<file path="config.mk">
export PLATFORM = sky130hd
export DESIGN_NAME = uart_word_sender_flat
export DESIGN_NICKNAME = d
export VERILOG_FILES = /design/src/rtl/uart_word_sender_if.sv /design/src/rtl/uart_word_sender.sv /design/src/flat_wrapper.sv
export SDC_FILE = /design/constraint.sdc
export NUM_CORES = 1
export LEC_CHECK = 0
export ABC_AREA = 0
export CAP_MARGIN = 25
export CORE_ASPECT_RATIO = 1.75
export CORE_MARGIN = 3
export CORE_UTILIZATION = 49
export CTS_CLUSTER_SIZE = 10
export DETAILED_ROUTE_END_ITERATION = 8
export PLACE_DENSITY = 0.81
export REMOVE_ABC_BUFFERS = 1
export SLEW_MARGIN = 10
export SYNTH_ARGS = -nofsm -noshare
export SYNTH_HDL_FRONTEND = slang
export SYNTH_SLANG_ARGS = --single-unit
</file>
<file path="constraint.sdc">
create_clock -name CLK -period 2.32 [get_ports CLK]
set_clock_uncertainty 0.1 [all_clocks]
set_input_delay 0.348 -clock CLK [delete_from_list [all_inputs] [get_ports CLK]]
set_output_delay 0.348 -clock CLK [all_outputs]
set_load 0.02 [all_outputs]
</file>
<file path="src/rtl/uart_word_sender_if.sv">
// -----------------------------------------------------------------------------
// uart_word_sender_if
// Handshake and transmitter-side signal bundle for uart_word_sender.
//   Word_Valid_in / Word_Data_in / Carry_in / Word_Ready_out : upstream word port
//   Tx_DV_out / Tx_Byte_out / Tx_Done_in                      : UART TX stage port
//   Busy_out / Frame_Done_out / Error_out                     : frame status
// Modports: slave  - the sender block (consumes words, drives the TX stage)
//           master - the environment (offers words, models the TX stage)
// -----------------------------------------------------------------------------
interface uart_word_sender_if;
    logic        Word_Valid_in;
    logic [31:0] Word_Data_in;
    logic        Carry_in;
    logic        Word_Ready_out;
    logic        Tx_DV_out;
    logic [7:0]  Tx_Byte_out;
    logic        Tx_Done_in;
    logic        Busy_out;
    logic        Frame_Done_out;
    logic        Error_out;

    modport slave (
        input  Word_Valid_in, Word_Data_in, Carry_in, Tx_Done_in,
        output Word_Ready_out, Tx_DV_out, Tx_Byte_out, Busy_out,
               Frame_Done_out, Error_out
    );

    modport master (
        output Word_Valid_in, Word_Data_in, Carry_in, Tx_Done_in,
        input  Word_Ready_out, Tx_DV_out, Tx_Byte_out, Busy_out,
               Frame_Done_out, Error_out
    );
endinterface

</file>
<file path="src/rtl/uart_word_sender.sv">
// -----------------------------------------------------------------------------
// uart_word_sender
// Takes a 32-bit adder sum plus carry over a valid/ready handshake and feeds it
// to a UART transmitter as a byte frame:
//   A5(header), D[7:0], D[15:8], D[23:16], D[31:24], {7'b0, carry} [, checksum]
// Each byte is strobed for one cycle on Tx_DV_out; the next byte is issued only
// after the transmitter's one-cycle Tx_Done_in pulse. A per-byte watchdog aborts
// the frame (Error_out pulse) if no done arrives within DONE_TIMEOUT cycles.
//
// Ports:
//   CLK       - clock, rising edge
//   RST_N_in  - asynchronous active-low reset
//   bus       - uart_word_sender_if.slave (word handshake, TX port, status)
//
// Optional feature: define UART_WORD_SENDER_CHECKSUM_EN to append a seventh
// byte holding the XOR of frame bytes 1..5 (header excluded).
// DONE_TIMEOUT is assumed to be at least 2.
// -----------------------------------------------------------------------------
module uart_word_sender #(
    parameter logic [7:0]  HEADER_BYTE  = 8'hA5,
    parameter int unsigned DONE_TIMEOUT = 4096
) (
    input  logic              CLK,
    input  logic              RST_N_in,
    uart_word_sender_if.slave bus
);

    localparam int unsigned CNT_W = $clog2(DONE_TIMEOUT + 1);
    localparam logic [CNT_W-1:0] CNT_MAX = CNT_W'(DONE_TIMEOUT);
    localparam logic [CNT_W-1:0] CNT_HIT = CNT_W'(DONE_TIMEOUT - 1);

`ifdef UART_WORD_SENDER_CHECKSUM_EN
    localparam logic [2:0] LAST_IDX = 3'd6;
`else
    localparam logic [2:0] LAST_IDX = 3'd5;
`endif

    typedef enum logic [1:0] {
        ST_IDLE  = 2'd0,
        ST_ISSUE = 2'd1,
        ST_WAIT  = 2'd2
    } state_t;

`ifdef UART_WORD_SENDER_CHECKSUM_EN
    // XOR of the four data bytes and the flags byte.
    function automatic logic [7:0] frame_checksum(input logic [31:0] d, input logic c);
        return d[7:0] ^ d[15:8] ^ d[23:16] ^ d[31:24] ^ {7'b0, c};
    endfunction
`endif

    // Frame byte at position idx for captured word d and carry c.
    function automatic logic [7:0] frame_byte(input logic [2:0] idx,
                                              input logic [31:0] d,
                                              input logic c);
        logic [7:0] b;
        case (idx)
            3'd0:    b = HEADER_BYTE;
            3'd1:    b = d[7:0];
            3'd2:    b = d[15:8];
            3'd3:    b = d[23:16];
            3'd4:    b = d[31:24];
            3'd5:    b = {7'b0, c};
`ifdef UART_WORD_SENDER_CHECKSUM_EN
            3'd6:    b = frame_checksum(d, c);
`endif
            default: b = 8'h00;
        endcase
        return b;
    endfunction

    state_t           state_q;
    logic [2:0]       idx_q;
    logic [CNT_W-1:0] cnt_q;
    logic [31:0]      data_q;
    logic             carry_q;
    logic             dv_q;
    logic [7:0]       byte_q;
    logic             ready_q;
    logic             busy_q;
    logic             frame_done_q;
    logic             error_q;

    logic [CNT_W-1:0] cnt_d;
    logic             timeout_s;
    logic [2:0]       idx_d;
    logic [7:0]       byte_d;

    // Watchdog increment (saturating) and next-byte lookahead.
    always_comb begin
        cnt_d = cnt_q;
        if (cnt_q == CNT_MAX) begin
            cnt_d = cnt_q;
        end else begin
            cnt_d = cnt_q + CNT_W'(1);
        end
        // Abort on the edge where the counter would reach DONE_TIMEOUT-1; the
        // counter is 0 in the first wait cycle, so Error_out lands exactly
        // DONE_TIMEOUT cycles after the DV cycle.
        timeout_s = (cnt_d == CNT_HIT);
        idx_d     = idx_q + 3'd1;
        byte_d    = frame_byte(idx_d, data_q, carry_q);
    end

    // Frame sequencer with registered outputs.
    always_ff @(posedge CLK or negedge RST_N_in) begin
        if (!RST_N_in) begin
            state_q      <= ST_IDLE;
            idx_q        <= 3'd0;
            cnt_q        <= '0;
            data_q       <= 32'h0000_0000;
            carry_q      <= 1'b0;
            dv_q         <= 1'b0;
            byte_q       <= 8'h00;
            ready_q      <= 1'b1;
            busy_q       <= 1'b0;
            frame_done_q <= 1'b0;
            error_q      <= 1'b0;
        end else begin
            // Strobes default low; each is raised for a single cycle below.
            dv_q         <= 1'b0;
            frame_done_q <= 1'b0;
            error_q      <= 1'b0;
            case (state_q)
                ST_IDLE: begin
                    if (bus.Word_Valid_in && ready_q) begin
                        data_q  <= bus.Word_Data_in;
                        carry_q <= bus.Carry_in;
                        idx_q   <= 3'd0;
                        byte_q  <= HEADER_BYTE;
                        dv_q    <= 1'b1;
                        ready_q <= 1'b0;
                        busy_q  <= 1'b1;
                        state_q <= ST_ISSUE;
                    end else begin
                        state_q <= ST_IDLE;
                    end
                end
                ST_ISSUE: begin
                    cnt_q   <= '0;
                    state_q <= ST_WAIT;
                end
                ST_WAIT: begin
                    // Done takes priority over a coincident timeout.
                    if (bus.Tx_Done_in) begin
                        if (idx_q == LAST_IDX) begin
                            idx_q        <= 3'd0;
                            frame_done_q <= 1'b1;
                            ready_q      <= 1'b1;
                            busy_q       <= 1'b0;
                            state_q      <= ST_IDLE;
                        end else begin
                            idx_q   <= idx_d;
                            byte_q  <= byte_d;
                            dv_q    <= 1'b1;
                            state_q <= ST_ISSUE;
                        end
                    end else if (timeout_s) begin
                        idx_q   <= 3'd0;
                        error_q <= 1'b1;
                        ready_q <= 1'b1;
                        busy_q  <= 1'b0;
                        state_q <= ST_IDLE;
                    end else begin
                        cnt_q <= cnt_d;
                    end
                end
                default: begin
                    idx_q   <= 3'd0;
                    ready_q <= 1'b1;
                    busy_q  <= 1'b0;
                    state_q <= ST_IDLE;
                end
            endcase
        end
    end

    assign bus.Word_Ready_out = ready_q;
    assign bus.Tx_DV_out      = dv_q;
    assign bus.Tx_Byte_out    = byte_q;
    assign bus.Busy_out       = busy_q;
    assign bus.Frame_Done_out = frame_done_q;
    assign bus.Error_out      = error_q;

endmodule

</file>
<file path="src/flat_wrapper.sv">
// flat-port wrapper written by rule: the top's interface ports become plain ports
module uart_word_sender_flat 
#(
    parameter logic [7:0]  HEADER_BYTE  = 8'hA5,
    parameter int unsigned DONE_TIMEOUT = 4096
)
  (CLK, RST_N_in, bus_Word_Valid_in, bus_Word_Data_in, bus_Carry_in, bus_Tx_Done_in, bus_Word_Ready_out, bus_Tx_DV_out, bus_Tx_Byte_out, bus_Busy_out, bus_Frame_Done_out, bus_Error_out);
  uart_word_sender_if bus_i ();
  input  logic CLK;
  input  logic RST_N_in;
  input wire logic [$bits(bus_i.Word_Valid_in)-1:0] bus_Word_Valid_in;
  input wire logic [$bits(bus_i.Word_Data_in)-1:0] bus_Word_Data_in;
  input wire logic [$bits(bus_i.Carry_in)-1:0] bus_Carry_in;
  input wire logic [$bits(bus_i.Tx_Done_in)-1:0] bus_Tx_Done_in;
  output wire logic [$bits(bus_i.Word_Ready_out)-1:0] bus_Word_Ready_out;
  output wire logic [$bits(bus_i.Tx_DV_out)-1:0] bus_Tx_DV_out;
  output wire logic [$bits(bus_i.Tx_Byte_out)-1:0] bus_Tx_Byte_out;
  output wire logic [$bits(bus_i.Busy_out)-1:0] bus_Busy_out;
  output wire logic [$bits(bus_i.Frame_Done_out)-1:0] bus_Frame_Done_out;
  output wire logic [$bits(bus_i.Error_out)-1:0] bus_Error_out;
  assign bus_i.Word_Valid_in = bus_Word_Valid_in;
  assign bus_i.Word_Data_in = bus_Word_Data_in;
  assign bus_i.Carry_in = bus_Carry_in;
  assign bus_i.Tx_Done_in = bus_Tx_Done_in;
  assign bus_Word_Ready_out = bus_i.Word_Ready_out;
  assign bus_Tx_DV_out = bus_i.Tx_DV_out;
  assign bus_Tx_Byte_out = bus_i.Tx_Byte_out;
  assign bus_Busy_out = bus_i.Busy_out;
  assign bus_Frame_Done_out = bus_i.Frame_Done_out;
  assign bus_Error_out = bus_i.Error_out;
  uart_word_sender #(.HEADER_BYTE(HEADER_BYTE), .DONE_TIMEOUT(DONE_TIMEOUT)) u_core (.CLK(CLK), .RST_N_in(RST_N_in), .bus(bus_i));
endmodule
</file>
==> metrics.cfg, run 1 <==
[outcome]
status=finished, violations left
violations=negative setup slack

[detailed_routing]
top_layer=met4
wl_met2_um=4890
firstDrtPassIters=4
wl_per_cell_um=17.8
drtIter0Drc=169
routed_via_density=5.96
wl_met3_um=323
routed_wl_um=8840
met1_length_um=3110
via_count=2960
ant_nets=0
drc=0

[setup_path]
critPathMaxStageDelay_ns=0.53
worstPathCellList=inv_2, ha_4, nor4bb_4, and4b_1, a211oi_2, or4b_4, a21o_1, a21o_1
slowest_stage=or4b_4
reg2reg_to=u_core.idx_q[0]
cp.arrival_ns=2.45
crit_path_start_kind=flip-flop
endpoint_kind=flip-flop
crit_type=reg -> reg
crit_path_frequent_cell=a21o_1
critical_path_peak_fanout=5
regToRegStartpoint=u_core.cnt_q[0]
worstPathRequired_ns=2.44
r2r_cells=8
r2r_setup_slack_ns=-0.005

[clock_network]
insertion_delay_ns=0.33
clk_root_buffer_cell=clkbuf_16
clk_pin_slew_worst_paths_ns=0.05
cts_sinks=64
clock_path_buffers=2
htreeDepth=3
cts_tree=done
cts_buffers=9

[timing]
slew_headroom=0.691
worst_slack_ns=-0.00465
hold_viol=0
rsz0062_at_grt=yes
finalSetupViolCount=1
max_slew.worst_pin.slew_ns=0.461
fin_crit_sh=1.00
max_freq_ghz=0.430
min_period_ns=2.32
holdWs_ns=0.403
slew_viol_final=0

[place]
placed_area_sq_mm=0.00420
preCtsSetupSlack_ns=-0.132
post-dp-hpwl_um=6290
finalWeightedCongestion=0.884
port-buffer-count=49

[grt]
grt_start_max_net_pins=65
grt.overflow.total=0
grt_pass1_vias=2999
grtUsageTotal=0.246
grt_pass1_wl_um=14200
antenna_found_initial=0

[hold_path]
hold_class=reg -> reg
holdPathEnd=u_core.data_q[10]
hp-start=u_core.data_q[10]
holdPathStages=1

[synthesis]
synth_cell_types=54
yosysWarnings=0
synth-edff-count=0
ys_seq_elements=64
syn_area_per_cell_sq_um=10.4
synthCells=323
synthesis.area_sq_mm=0.00335
ys_async_sr_fraction=1.00
yosysSeqAreaShare=0.479
synthFlopType=dfrtp_1

[power]
peakVddDrop_v=0.000867
power.density_mw_per_mm2=1140
leakage_nw=1.95

[final_layout]
final_cell_area_sq_mm=0.00467
multiInputGateArea_sq_mm=0.00176
drive_gt1_frac=0.304
final-seq-area_sq_mm=0.00161
layout.nets=452
diodes=0
num-fill-cells=476
syn2layout_area_growth_pct=39.5

[floorplanning]
die_x_um=68.5
start_util=0.508
dieArea_sq_mm=0.00789
core_sq_mm=0.00659
die_h_um=115
io_pins=50
rows=39

[run]
maxCapViolCount=0

## placed cells by master, fill, tap and decap left out, drive strengths merged, types with 6 or more instances in the layout
master         synthesis  routed
nor4                   7       7
nand3                 16      16
clkbuf                16      11
mux2                  33      33
nor2                  19      19
a21oi                  6       6
inv                    8       8
nor3                  10      10
mux2i                 11      11
o21ai                 19      19
buf                    3      46
a21o                   7       7
dfrtp                 63      63
nand2                 36      36
clkdlybuf4s50          0      48
## worst max-delay path: cells and delay by family, from the launching register on
kind | cells | cell delay [ns]
DFF | 1 | 0.43
AOI/OAI and AO/OA | 3 | 0.59
buffers and inverters | 1 | 0.08
and+or+nand+nor | 3 | 0.86
adders and majority gates | 1 | 0.15
## layout make-up
cell class,instances,area share
multi-input combinational,231,0.377
sequential,64,0.345
timing repair buffer,95,0.185
clock buffer,11,0.0520
tap,82,0.0220
clock inverter,5,0.0121
inverter,9,0.00724
## power breakdown
group / leakage [nW] / total (mW) / internal, mW / switching (mW)
combinational: 1.03 / 2.08 / 1.07 / 1.01
sequential: 0.780 / 1.90 / 1.57 / 0.327
clock: 0.145 / 1.34 / 0.858 / 0.483
## cells in the mapped netlist (4+ instances only)
library cell	count	share of area
o21ai_0	19	0.028
mux2i_1	11	0.033
inv_1	8	0.0090
nand2_1	35	0.039
nor4_1	5	0.0093
a21o_1	7	0.016
o22a_1	4	0.010
o211ai_1	4	0.0090
dfrtp_1	63	0.47
mux2_2	33	0.11
nand3_1	15	0.022
ha_1	5	0.019
a221oi_1	4	0.010
a31oi_1	5	0.0093
a21oi_1	6	0.0090
nor3_1	10	0.015
clkbuf_1	16	0.018
nor2_1	19	0.021
## routing by layer
metal	global-route usage	vias up
li1	-	1365
met1	0.248	1449
met2	0.438	103
met3	0.0411	43
met4	0.170	0
met5	0	-
## cells by family (layout without fill, tap and decap cells)
family	after synthesis	count (layout)	share of synthesized area
buf+inv	28	120	0.0322
flops	64	64	0.479
fa+ha+maj	5	5	0.0187
compound gates	70	70	0.143
simple gates	110	110	0.178
xor+xnor	2	2	0.00524
mux	44	44	0.144
## metrics by stage
stage	setup TNS [ns]	utilization	total power [mW]	instances
floorplan	-24.28	-	3.00	304
CTS	-0.00150	0.699	5.30	497
finish	-0.00465	0.708	5.32	497
global route	-0.654	0.708	5.63	497
global placement	-0.0644	0.637	3.78	476
detailed placement	-0.362	0.637	3.86	476
## sequential cells by signal (all words and copies together), names as in the netlist
name,cells
u_core.bus.Tx_Byte_out,8
u_core.bus.Error_out,1
u_core.bus.Busy_out,1
u_core.state_q,2
u_core.data_q,32
u_core.bus.Frame_Done_out,1
u_core.cnt_q,13
u_core.bus.Word_Ready_out,1
u_core.bus.Tx_DV_out,1
u_core.idx_q,3
u_core.carry_q,1
## worst max-delay path by stage
| stage | startpoint | endpoint | cells past startpoint |
|---|---|---|---|
| 2_1_floorplan | u_core.state_q[0] | u_core.bus.Tx_Byte_out[0] | 6 |
| 3_3_place_gp | u_core.cnt_q[0] | u_core.idx_q[1] | 7 |
| 3_5_place_dp | u_core.cnt_q[0] | u_core.idx_q[1] | 7 |
| 4_1_cts | u_core.cnt_q[4] | u_core.idx_q[0] | 6 |
| 5_1_grt | u_core.cnt_q[1] | u_core.cnt_q[1] | 9 |
| 6_report | u_core.cnt_q[0] | u_core.idx_q[0] | 8 |
## timing repair
action / in CTS / in global routing
hold endpoints to repair: 63 / 0
buffers inserted: 4 / 0
hold buffers: 1 / 0
gates resized for setup: 15 / 15
pin swaps: 5 / 6
endpoints found under the setup margin: 4 / 14
No activity file was read; power rests on OpenSTA's default activity.
==> run 2: changes to the inputs <==
- ABC_AREA: 0 -> 1
- CELL_PAD_IN_SITES_DETAIL_PLACEMENT: not set -> 0
- CELL_PAD_IN_SITES_GLOBAL_PLACEMENT: not set -> 2
- CORE_UTILIZATION: 49 -> 28
==> run 2 against run 1 <==
- the flow now finishes without violations
- critical path depth up 4
- synthesized cell count up 24%
- register-to-register slack better by 0.25 ns
- first-iteration DRC count down 43%
- via count down 8.7%
- clock power about the same
- largest power group is now registers
==> metrics.cfg, run 2 <==
[timing]
fin_crit_sh=0.896  ; -0.106
max_slew.worst_pin.slew_ns=0.655  ; +0.193 ns
hold_viol=0  ; unchanged
slew_headroom=0.562  ; -0.129
min_period_ns=2.08  ; -0.245 ns
finalSetupViolCount=0  ; -1
max_freq_ghz=0.481  ; +12%
slew_viol_final=0  ; unchanged
setup_tns_ns=0  ; +0.00465 ns

[setup_path]
worstPathCellList=buf_4, nand3_2, nor2_4, nand3b_1, nand2_1, nand3_1, nor2_2, nand2_4, nand2_8, nand2_2, nand2_1, o21ai_0
crit_path_frequent_cell=nand2_1
r2r_setup_slack_ns=0.24  ; +0.25 ns
endpoint_kind=flip-flop
cp.arrival_ns=2.18  ; -0.27 ns
critical_path_peak_fanout=11  ; +6
critPathMaxStageDelay_ns=0.38  ; -0.15 ns
crit_path_start_kind=flip-flop
r2r_cells=12  ; +4
reg2reg_to=u_core.cnt_q[0]
worstPathRequired_ns=2.42  ; -0.02 ns
slowest_stage=dfrtp_1
crit_type=reg -> reg
regToRegStartpoint=u_core.cnt_q[1]

[final_layout]
layout.nets=499  ; +10%
regMostFlops=u_core.data_q
instances_no_fill=592  ; +19%
layout_commonest_cell=nand2_1
most-common-layout-cells=nand2_1 (175), dfrtp_1 (63), clkdlybuf4s50_1 (48)
drive_gt1_frac=0.0931  ; -0.211
largest_reg_flops=32  ; unchanged
final-seq-area_sq_mm=0.00160  ; -0.31%
diodes=0  ; unchanged
multiInputGateArea_sq_mm=0.00140  ; -20%
num-fill-cells=1152  ; +140%
syn2layout_area_growth_pct=31.7

[clock_network]
clk_root_buffer_cell=clkbuf_16
cts_buffers=9  ; unchanged
insertion_delay_ns=0.33  ; about the same
htreeDepth=3  ; unchanged
cts_tree=done
clock_path_buffers=2  ; unchanged
cts_sinks=64  ; unchanged
clk_pin_slew_worst_paths_ns=0.05  ; about the same

[synthesis]
synth_area_leaders=dfrtp_1 (50%), nand2_1 (21%), nand3_1 (3.8%)
synth_most_common_cell=nand2_1
yosysWarnings=0  ; unchanged
synthCells=400  ; +24%
synthFlopType=dfrtp_1
synthesis.area_sq_mm=0.00313  ; -6.4%
syn_area_per_cell_sq_um=7.83  ; -24%
ys_seq_elements=64  ; unchanged
netlist.area_leader.share=0.503  ; +0.0320
synth_area_leader_cell=dfrtp_1
ys_top_cells_by_count=nand2_1 (175), dfrtp_1 (63), nor2_1 (28)
synth_cell_types=32  ; -41%
ys_async_sr_fraction=1.00  ; unchanged
yosysSeqAreaShare=0.512  ; +0.0325
synth-edff-count=0  ; unchanged

[place]
finalWeightedCongestion=0.817  ; -7.5%
port-buffer-count=49  ; unchanged
dp_cells=573  ; +20%
post-dp-hpwl_um=5880  ; -6.5%

[detailed_routing]
routed_via_density=4.56  ; -23%
drc=0  ; unchanged
routed_wl_um=7960  ; -10%
firstDrtPassIters=4  ; unchanged
drtIter0Drc=96  ; -43%
wl_per_cell_um=13.4  ; -24%
via_count=2702  ; -8.7%
ant_nets=0  ; unchanged

[floorplanning]
start_util=0.289  ; -0.218
io_pins=50  ; unchanged
die_x_um=86.0  ; +26%
die_h_um=146  ; +27%
dieArea_sq_mm=0.0125  ; +59%
rows=50  ; +28%
core_sq_mm=0.0108  ; +64%

[hold_path]
hold_class=reg -> reg
hp-start=u_core.data_q[15]
holdPathEnd=u_core.data_q[15]
holdPathStages=2  ; +1

[grt]
grt_pass1_wl_um=13200  ; -7.3%
antenna_found_initial=0  ; unchanged
grt_start_max_net_pins=46  ; -29%
grtUsageTotal=0.134  ; -0.113
grt.overflow.total=0  ; unchanged
grt_pass1_vias=2754  ; -8.2%

[outcome]
status=completed

[power]
leakage_nw=1.95  ; -0.12%
power.density_mw_per_mm2=1110  ; -2.6%
peakVddDrop_v=0.000530  ; -39%
fin_total_pwr_mw=4.58  ; -14%

[run]
maxCapViolCount=0  ; unchanged

run 2: cell types whose count changed after synthesis, moves of 5 or more:
cell / previous run / this run
mux2_2: 33 / 0
nand2_1: 35 / 175
o21ai_0: 19 / 8
nor2_2: 0 / 6
nand4_1: 1 / 6
inv_1: 8 / 25
a21o_1: 7 / 0
nand3_1: 15 / 24
a31oi_1: 5 / 0
nor3_1: 10 / 1
clkbuf_1: 16 / 7
nor2_1: 19 / 28
mux2i_1: 11 / 0
o21ai_1: 0 / 8
run 2: final cells by class:
cell class | instances | share of cell area
clock buffer | 13 | 0.0631
clock inverter | 3 | 0.0103
inverter | 29 | 0.0264
multi-input combinational | 298 | 0.340
sequential | 64 | 0.389
tap | 130 | 0.0394
timing repair buffer | 55 | 0.132
run 2: logic make-up after synthesis:
group,count (synthesis),synth area share
AOI/OAI and AO/OA,36,0.0671
xor gates and xnor gates,4,0.0112
adders and majority gates,5,0.0200
buffers and inverters,39,0.0527
DFF,64,0.512
and+or+nand+nor,252,0.337
run 2: power breakdown:
| group | leakage, nW | switching, mW | internal (mW) | total (mW) |
|---|---|---|---|---|
| registers | 0.824 | 0.255 | 1.52 | 1.77 |
| clock network | 0.146 | 0.474 | 0.888 | 1.36 |
| logic | 0.978 | 0.878 | 0.569 | 1.45 |
| total | 1.95 | 1.61 | 2.98 | 4.58 |
run 2: per-layer routing:
layer / track usage / routed length (um) / up-vias
li1: - / - / 1387
met1: 0.146 / 3110 / 1257
met2: 0.239 / 4420 / 48
met3: 0.0261 / 240 / 10
met4: 0.0674 / 184 / 0
met5: 0 / 0 / -
run 2: what timing repair did:
| action | 4_1_cts | 5_1_grt |
|---|---|---|
| setup endpoints to repair | 0 | 10 |
| gates resized for setup | 0 | 5 |
| buffers inserted | 0 | 1 |
| hold endpoints to repair | 19 | 0 |
| hold buffers | 1 | 0 |
run 2: critical path: cells and delay by family, from the launching register on:
| kind | cells | cell delay [ns] |
|---|---|---|
| AOI/OAI and AO/OA | 1 | 0.07 |
| buffers and inverters | 1 | 0.13 |
| DFF | 1 | 0.38 |
| and+or+nand+nor | 10 | 1.29 |
run 2: worst max-delay path by stage:
stage | slack [ns] | from | cells after the start | endpoint
final | 0.24 | u_core.cnt_q[1] | 12 | u_core.cnt_q[0]
after CTS | 0.08 | u_core.cnt_q[1] | 14 | u_core.cnt_q[0]
after global routing | -0.002 | u_core.cnt_q[1] | 14 | u_core.cnt_q[0]
after global placement | 0.17 | bus_Tx_Done_in | 9 | u_core.bus.Tx_Byte_out[0]
after floorplan | -0.95 | u_core.bus.Word_Ready_out | 5 | u_core.carry_q
after detailed placement | 0.1 | u_core.cnt_q[1] | 14 | u_core.cnt_q[0]
run 2: through the flow:
stage	utilization	instance area (sq um)	setup WS, ns	hold WS, ns
2_1_floorplan	-	3080	-0.946	-0.0476
3_3_place_gp	0.348	3770	0.171	0.228
3_5_place_dp	0.348	3770	0.0990	0.237
4_1_cts	0.377	4080	0.0820	0.373
5_1_grt	0.381	4130	-0.00224	0.388
6_report	0.381	4130	0.241	0.369
